## config.mk

```make
export PLATFORM = sky130hd
export DESIGN_NAME = load_store_unit
export DESIGN_NICKNAME = d
export VERILOG_FILES = /design/src/rtl/riscv_pkg.sv /design/src/rtl/mem_align.sv /design/src/rtl/load_store_unit.sv
export SDC_FILE = /design/constraint.sdc
export NUM_CORES = 1
export LEC_CHECK = 0
export ABC_AREA = 0
export CORE_AREA = 2 2 188 190
export DETAILED_ROUTE_END_ITERATION = 6
export DIE_AREA = 0 0 190 192
export HOLD_SLACK_MARGIN = 0.06
export PLACE_DENSITY = 0.77
export SLEW_MARGIN = 10
export SYNTH_ARGS = -nofsm -noshare
export SYNTH_HDL_FRONTEND = slang
export SYNTH_SLANG_ARGS = --single-unit
```

## constraint.sdc

```tcl
create_clock -name clk -period 4.69 [get_ports clk]
set_input_delay 1.407 -clock clk [delete_from_list [all_inputs] [get_ports clk]]
set_output_delay 1.407 -clock clk [all_outputs]
set_load 0.1 [all_outputs]
```

## src/rtl/riscv_pkg.sv

```systemverilog
// Shared RV64 definitions: memory access codes from ControlUnit, LSU state
// encoding and byte-mask helpers used by the load/store path.
package riscv_pkg;

  localparam logic [2:0] MR_NONE = 3'd0;
  localparam logic [2:0] MR_LB   = 3'd1;
  localparam logic [2:0] MR_LH   = 3'd2;
  localparam logic [2:0] MR_LW   = 3'd3;
  localparam logic [2:0] MR_LD   = 3'd4;
  localparam logic [2:0] MR_LBU  = 3'd5;
  localparam logic [2:0] MR_LHU  = 3'd6;
  localparam logic [2:0] MR_LWU  = 3'd7;

  localparam logic [2:0] MW_NONE = 3'd0;
  localparam logic [2:0] MW_SB   = 3'd1;
  localparam logic [2:0] MW_SH   = 3'd2;
  localparam logic [2:0] MW_SW   = 3'd3;
  localparam logic [2:0] MW_SD   = 3'd4;

  // Access size is log2 of the byte count: 0 B, 1 H, 2 W, 3 D.
  localparam logic [1:0] SZ_B = 2'd0;
  localparam logic [1:0] SZ_H = 2'd1;
  localparam logic [1:0] SZ_W = 2'd2;
  localparam logic [1:0] SZ_D = 2'd3;

  typedef enum logic [2:0] {
    ST_IDLE,
    ST_REQ,
    ST_WAIT,
    ST_RESP,
    ST_FAULT
  } lsu_state_e;

  function automatic logic [7:0] size_mask(input logic [1:0] size);
    logic [7:0] m;
    case (size)
      SZ_B:    m = 8'h01;
      SZ_H:    m = 8'h03;
      SZ_W:    m = 8'h0F;
      default: m = 8'hFF;
    endcase
    return m;
  endfunction

  function automatic logic [1:0] read_size(input logic [2:0] code);
    logic [1:0] s;
    case (code)
      MR_LB, MR_LBU: s = SZ_B;
      MR_LH, MR_LHU: s = SZ_H;
      MR_LW, MR_LWU: s = SZ_W;
      default:       s = SZ_D;
    endcase
    return s;
  endfunction

  function automatic logic [1:0] write_size(input logic [2:0] code);
    logic [1:0] s;
    case (code)
      MW_SB:   s = SZ_B;
      MW_SH:   s = SZ_H;
      MW_SW:   s = SZ_W;
      default: s = SZ_D;
    endcase
    return s;
  endfunction

endpackage

```

## src/rtl/mem_align.sv

```systemverilog
// Byte-lane alignment between a naturally aligned access and the doubleword
// data bus: store lane shift/strobes and load extract/extension.
module mem_align
  import riscv_pkg::*;
(
  input  logic [1:0]  size_i,
  input  logic [2:0]  offset_i,
  input  logic        unsigned_i,
  input  logic [63:0] store_data_i,
  input  logic [63:0] rdata_i,
  output logic [63:0] wdata_o,
  output logic [7:0]  wstrb_o,
  output logic [63:0] load_data_o
);

  logic [63:0] rshift;

  assign wdata_o = store_data_i << {offset_i, 3'b000};
  assign wstrb_o = size_mask(size_i) << offset_i;
  assign rshift  = rdata_i >> {offset_i, 3'b000};

  always_comb begin
    load_data_o = rshift;
    case (size_i)
      SZ_B: load_data_o = unsigned_i ? {56'd0, rshift[7:0]}
                                     : {{56{rshift[7]}}, rshift[7:0]};
      SZ_H: load_data_o = unsigned_i ? {48'd0, rshift[15:0]}
                                     : {{48{rshift[15]}}, rshift[15:0]};
      SZ_W: load_data_o = unsigned_i ? {32'd0, rshift[31:0]}
                                     : {{32{rshift[31]}}, rshift[31:0]};
      default: load_data_o = rshift;
    endcase
  end

endmodule

```

## src/rtl/load_store_unit.sv

```systemverilog
// RV64 memory-access stage: one outstanding aligned doubleword transaction
// over req/gnt/rvalid, with misaligned/illegal accesses reported as faults.
//
// state    | meaning
// IDLE     | ready to accept an op from execute
// REQ      | dmem_req held until dmem_gnt
// WAIT     | load granted, waiting for dmem_rvalid
// RESP     | one-cycle completion pulse to writeback
// FAULT    | one-cycle fault pulse, memory untouched
module load_store_unit
  import riscv_pkg::*;
#(
  parameter int XLEN = 64
) (
  input  logic            clk,
  input  logic            rst_n,
  input  logic            in_valid,
  output logic            in_ready,
  input  logic [2:0]      mem_read,
  input  logic [2:0]      mem_write,
  input  logic [XLEN-1:0] addr,
  input  logic [XLEN-1:0] store_data,
  input  logic [4:0]      rd,
  output logic            dmem_req,
  output logic            dmem_we,
  output logic [XLEN-1:0] dmem_addr,
  output logic [XLEN-1:0] dmem_wdata,
  output logic [7:0]      dmem_wstrb,
  input  logic            dmem_gnt,
  input  logic            dmem_rvalid,
  input  logic [XLEN-1:0] dmem_rdata,
  output logic            out_valid,
  output logic            out_reg_write,
  output logic [4:0]      out_rd,
  output logic [XLEN-1:0] out_data,
  output logic            fault,
  output logic [XLEN-1:0] fault_addr
);

  lsu_state_e      state_q, state_d;
  logic            we_q, we_d;
  logic [1:0]      size_q, size_d;
  logic            uns_q, uns_d;
  logic [XLEN-1:0] addr_q, addr_d;
  logic [XLEN-1:0] sdata_q, sdata_d;
  logic [4:0]      rd_q, rd_d;
  logic [XLEN-1:0] data_q, data_d;
  logic [XLEN-1:0] fault_addr_q, fault_addr_d;

  logic            is_load, is_store, illegal, misaligned;
  logic [1:0]      req_size;
  logic [XLEN-1:0] wdata, load_data;
  logic [7:0]      wstrb;

  mem_align u_align (
    .size_i       (size_q),
    .offset_i     (addr_q[2:0]),
    .unsigned_i   (uns_q),
    .store_data_i (sdata_q),
    .rdata_i      (dmem_rdata),
    .wdata_o      (wdata),
    .wstrb_o      (wstrb),
    .load_data_o  (load_data)
  );

  always_comb begin
    is_load  = (mem_read != MR_NONE);
    is_store = (mem_write != MW_NONE);
    req_size = is_store ? write_size(mem_write) : read_size(mem_read);
    illegal  = (is_load && is_store) || (mem_write > MW_SD);
    case (req_size)
      SZ_H:    misaligned = addr[0];
      SZ_W:    misaligned = |addr[1:0];
      SZ_D:    misaligned = |addr[2:0];
      default: misaligned = 1'b0;
    endcase
  end

  always_comb begin
    state_d      = state_q;
    we_d         = we_q;
    size_d       = size_q;
    uns_d        = uns_q;
    addr_d       = addr_q;
    sdata_d      = sdata_q;
    rd_d         = rd_q;
    data_d       = data_q;
    fault_addr_d = fault_addr_q;
    case (state_q)
      ST_IDLE: begin
        // Ops with both codes zero are swallowed without leaving IDLE.
        if (in_valid && (is_load || is_store)) begin
          if (illegal || misaligned) begin
            state_d      = ST_FAULT;
            fault_addr_d = addr;
          end else begin
            state_d = ST_REQ;
            we_d    = is_store;
            size_d  = req_size;
            uns_d   = (mem_read >= MR_LBU);
            addr_d  = addr;
            sdata_d = store_data;
            rd_d    = rd;
            data_d  = '0;
          end
        end
      end
      ST_REQ:   if (dmem_gnt) state_d = we_q ? ST_RESP : ST_WAIT;
      ST_WAIT: begin
        if (dmem_rvalid) begin
          data_d  = load_data;
          state_d = ST_RESP;
        end
      end
      ST_RESP:  state_d = ST_IDLE;
      ST_FAULT: state_d = ST_IDLE;
      default:  state_d = ST_IDLE;
    endcase
  end

  always_ff @(posedge clk or negedge rst_n) begin
    if (!rst_n) begin
      state_q      <= ST_IDLE;
      we_q         <= 1'b0;
      size_q       <= SZ_B;
      uns_q        <= 1'b0;
      addr_q       <= '0;
      sdata_q      <= '0;
      rd_q         <= '0;
      data_q       <= '0;
      fault_addr_q <= '0;
    end else begin
      state_q      <= state_d;
      we_q         <= we_d;
      size_q       <= size_d;
      uns_q        <= uns_d;
      addr_q       <= addr_d;
      sdata_q      <= sdata_d;
      rd_q         <= rd_d;
      data_q       <= data_d;
      fault_addr_q <= fault_addr_d;
    end
  end

  assign in_ready      = (state_q == ST_IDLE);
  assign dmem_req      = (state_q == ST_REQ);
  assign dmem_we       = dmem_req && we_q;
  assign dmem_addr     = {addr_q[XLEN-1:3], 3'b000};
  assign dmem_wdata    = wdata;
  assign dmem_wstrb    = dmem_we ? wstrb : 8'h00;
  assign out_valid     = (state_q == ST_RESP);
  assign out_reg_write = out_valid && !we_q;
  assign out_rd        = out_valid ? rd_q : 5'd0;
  assign out_data      = out_valid ? data_q : '0;
  assign fault         = (state_q == ST_FAULT);
  assign fault_addr    = fault_addr_q;

endmodule

```

# [After elaboration in Yosys (flattened, before gate mapping)]
# Cells that the tools add are included.
[op_classes] magnitude_cmp=2 n_eq_ne=22 shifts=3 muxes=22 n_bitwise=1 n_reduce_logical=22
[op_table] op="$mux W64" n=7
[op_table] op="$pmux W64 S3" n=1
[op_table] op="$pmux W64 S2" n=1
[op_table] op="$shl A64 B6 Y64" n=1
[op_table] op="$shr A64 B6 Y64" n=1
[op_table] op="$pmux W8 S3" n=1
[op_table] op="$eq A3 B2 Y1 const B" n=6
[op_table] op="$eq A3 B3 Y1 const B" n=4
[op_table] op="$mux W3" n=4
[op_table] op="$pmux W2 S3" n=2
[op_table] op="$eq A3 B1 Y1 const B" n=3
[op_table] op="$pmux W3 S3" n=1
[op_table] op="$reduce_and A3 Y1" n=3
[op_table] op="$mux W8" n=1
[op_table] op="$reduce_or A2 Y1" n=4
[op_table] op="$shl A8 B3 Y8" n=1
[op_table] op="$eq A2 B2 Y1 const B" n=3
[op_table] op="$reduce_bool A3 Y1" n=2
[op_table] op="$mux W5" n=1
[op_table] op="$eq A2 B1 Y1 const B" n=2
[op_table] op="$logic_and A1 B1 Y1" n=4
[op_table] op="$ne A2 B1 Y1 const B" n=2
[op_table] op="$ne A2 B2 Y1 const B" n=2
[op_table] op="$reduce_and A4 Y1" n=1
[op_table] op="other kinds (12)" n=14
[totals] register_bits=268 wordCells=81

# [Longest topological paths before layout]
[logic_depth] depth_word=10 depth_mapped=10 mapped_depth_nobuf=5

# [By module]
# A second synthesis with hierarchy kept.
[unflattened] hier_cells=1367 area_unflattened_um2=15418.5
[by_module_without_submodules] mod="load_store_unit" instances=1 cells_per_inst=767 area_per_inst_um2=11020.6
[by_module_without_submodules] mod="mem_align" instances=1 cells_per_inst=600 area_per_inst_um2=4398.0

# [Worst setup path after synthesis]
# Ideal clock, no wire load.
[synth_timing] kind="register -> output" startpoint="register state_q[2]" endpoint="output dmem_wstrb[2]" t_arrival_ns=6.586 slack_ns=-3.303 path_stages_with_launch=5 n_path_buf=0 cell_sequence="dfrtp_1 -> nor3b_1 -> and2_0 -> nand2_1 -> a211oi_1"
[synth_between] elab_chain_len=3
[synth_lines] element="start, declared" line_no="load_store_unit.sv:40" source="lsu_state_e state_q, state_d;"
[synth_lines] element="start signal, assigned" line_no="load_store_unit.sv:133" source="state_q <= state_d;"
[synth_lines] element="$eq A3 B1 Y1" line_no="load_store_unit.sv:146" source="assign dmem_req = (state_q == ST_REQ);"
[synth_lines] element="net dmem_req" line_no="load_store_unit.sv:24" source="output logic dmem_req,"
[synth_lines] element="$logic_and A1 B1 Y1" line_no="load_store_unit.sv:147" source="assign dmem_we = dmem_req && we_q;"
[synth_lines] element="net dmem_we" line_no="load_store_unit.sv:25" source="output logic dmem_we,"
[synth_lines] element="$mux W8" line_no="load_store_unit.sv:150" source="assign dmem_wstrb = dmem_we ? wstrb : 8'h00;"
[synth_lines] element="end, declared" line_no="load_store_unit.sv:28" source="output logic [7:0] dmem_wstrb,"
# The timed path passes the listed nets, and every way through them passes these cells.

# [Worst setup path in the final report]
[layout_timing] startpoint="register addr_q[1]" endpoint="output dmem_wdata[49]"
[layout_between] elab_chain_len=1
[layout_lines] element="start, declared" line_no="load_store_unit.sv:44" source="logic [XLEN-1:0] addr_q, addr_d;"
[layout_lines] element="start signal, assigned" line_no="load_store_unit.sv:137" source="addr_q <= addr_d;"
[layout_lines] element="$shl A64 B6 Y64" line_no="mem_align.sv:18" source="assign wdata_o = store_data_i << {offset_i, 3'b000};"
[layout_lines] element="end, declared" line_no="load_store_unit.sv:27" source="output logic [XLEN-1:0] dmem_wdata,"
# Every way passes these cells.

==> key figures <==
Floorplanning
  – Core Area: approximately 0.034 mm2
  – Die span in y: 192 um
  – DIE WIDTH: 190 um
  – I/O pins: 483
  – Die area: ~0.036 mm2
  – Starting Density: between 40% and 50%
  – Row count: 68

STA
  – Fin crit share: 93.84%
  – Final min period: 4.401 ns
  – Fmax: around 230 MHz
  – Final hold vios: 0
  – Worst Clk Skew: 0.01423 ns
  – Rel. slew slack: 26.25%
  – RSZ-0062 raised after global routing: no
  – Hold Slack: 0.4823 ns
  – Tightest Pin Transition: ~1.1 ns
  – Final critical-path setup slack: 0.2888 ns
  – Setup Viol. Count Final: 0
  – Slew Viols, Final: 0

Yosys
  – Area leader, netlist: dfrtp_1
  – Synth Area in Compound Gates: between 10 and 15%
  – Seq/Total Area, Yosys: 43.64%
  – Yosys warnings: 0
  – Most used DFF post-synth: dfrtp_1
  – Synth cell types: 53
  – Post-synth EDFFs: 0
  – Synth cell count leaders: dfrtp_1, mux2_2, mux2i_1
  – Syn Inst Count: 1372
  – XOR/XNOR Fraction of Synth Area: 0.05699%
  – Post-synthesis mux area share: between 20 and 30%
  – Top-count cell post-synth: dfrtp_1
  – Largest cells by area after synthesis: dfrtp_1, mux2_2, mux2i_1, mux2_1, mux4_2
  – Largest family of logic cells by synthesized area: multiplexers
  – Netlist Area Pre-Place: between 0.015 and 0.02 mm2
  – Synth Area in Simple Gates: 9.884%
  – Post-Synth Adder-Cell Area: 0%
  – Synthesized area per cell: 11.20 um2
  – FFs w/ async S/R, synth: 100.0%
  – Area share of the largest cell type after synthesis: 43.64%
  – #FFs+latches synth: 268

Clock tree
  – # H-tree levels: 1
  – Bufs on Longest Clock Path: 3
  – CTS tree: built
  – Setup bufs post-CTS: 0
  – Post-CTS Hold Buffers: 0
  – Clock latency at the later pin of the worst-skew pair: roughly 0.58 ns
  – PostCTS Resize Cnt: 0
  – CTS sink count: 268
  – TritonCTS buffer count: 30
  – Root Driver: clkbuf_16
  – Clock transition at path regs: 0.06 ns

Setup path
  – CP max stage delay: roughly 0.65 ns
  – Crit-path cells: buf_4, mux2i_1, nor2_1, a21oi_1, o21ai_1, buf_12
  – Crit end category: output pin
  – Worst EP arrival: 2.99 ns
  – Crit Path Class: flip-flop to output pin
  – Critical Path Fanout Max: 55
  – Crit path launch type: flip-flop
  – CP required: 3.28 ns
  – Buffers & Inverters on Critical Path: 2
  – Top delay family on crit path: buffers and inverters
  – Crit-path slowest cell: buf_4

Routing
  – DRC: 0
  – Drt wl/cell: 22.63 um
  – Drt pass-1 iters: 5
  – First DRT Iteration DRCs: slightly below 600
  – Vias/cell: 5.599
  – Routed vias: 12374
  – Final WL: between 50 and 60 mm
  – Antenna Nets Post-Route: 0

Layout
  – Nets: slightly below 2000
  – Filler Cell Count: around 2700
  – Final instance area: 0.02151 mm2
  – Area Overhead vs Synth: 39.96%
  – Register Area: 0.006718 mm2
  – Area occupied by multi-input gates: 0.007704 mm2
  – Share of cells above drive strength 1: 25.44%
  – Final Util: 62.73%

Place
  – HPWL Detailed: 36.73 mm
  – I/O Buffers: 479
  – Pre-CTS setup slack: 0.5310 ns
  – Placed inst area: 0.02039 mm2
  – Routability cong.: 0.8860

Flow run
  – Max-Cap Viols: 0

Global routing
  – Vias in the first global route: roughly 12000
  – Initial antenna violation count: 5
  – Total track usage: 26.44%
  – Wire length of the first global-routing pass: 74.57 mm
  – Largest net degree at the start of global routing: 99
  – Global route total overflow: 0

Run status
  – Status: complete, no violations

Hold path
  – Worst hold path class: flip-flop to flip-flop
[state kept, by name, summed over array words and instances (netlist names)]
name        flops
addr_q         64
data_q         64
fault_addr     64
rd_q            5
sdata_q        64
size_q          2
state_q         3
uns_q           1
we_q            1
[cells by family (layout without fill, tap and decap cells)]
group,Yosys count,count (layout)
and+or+nand+nor,298,298
other,1,5
xor gates and xnor gates,1,1
muxes,372,372
DFF,268,268
AOI/OAI and AO/OA,244,244
buffers and inverters,188,567
[layout make-up]
class                      count  area share, %
sequential                   268          31.23
antenna                        2        0.02327
tap                          455          2.647
inverter                       8         0.1396
clock buffer                  43          4.183
clock inverter                12         0.9773
timing repair buffer         504          24.98
multi-input combinational    918          35.82
[final timing paths]
kind	startpoint	end	slack, ns	depth (start not counted)
worst max-delay path	addr_q[1]	dmem_wdata[49]	0.29	6
worst min-delay path	data_q[0]	data_q[0]	0.48	1
worst max register to register	addr_q[1]	data_q[54]	1.26	7
worst min register to register	data_q[0]	data_q[0]	0.48	1
max in group asynchronous	rst_n	sdata_q[61]	2.89	2
min in group asynchronous	rst_n	fault_addr[62]	0.85	1
[through the flow]
stage | setup TNS (ns) | instances
after CTS | 0 | 2208
after global routing | 0 | 2210
final | 0 | 2210
after global placement | 0 | 2153
after detailed placement | 0 | 2153
after floorplan | -1.270 | 1374
[cells in the final DEF, fill, tap and decap left out, types with 19 or more instances in the layout]
cell type	synthesis	layout
o21ai_0	57	41
mux2_1	70	70
clkbuf_16	0	30
mux4_2	31	31
a21oi_1	36	36
and2_1	85	85
buf_12	0	60
buf_4	70	111
nand2_1	79	78
mux2_2	152	152
nor2b_1	20	19
a22o_1	33	33
mux2i_1	119	119
clkdlybuf4s50_1	0	332
nor2_1	73	70
o22ai_1	26	26
dfrtp_1	268	265
[per-layer routing]
layer | track usage, % | vias up | share of wire, %
li1 | - | 5579 | -
met1 | 33.69 | 6154 | 39
met2 | 44.19 | 516 | 49
met3 | 5.664 | 119 | 7.4
met4 | 10.14 | 6 | 3.8
met5 | 0 | - | 0.082
Power is not shown: default switching activity piles up to over one toggle a cycle in this logic, so the estimate is an artifact.
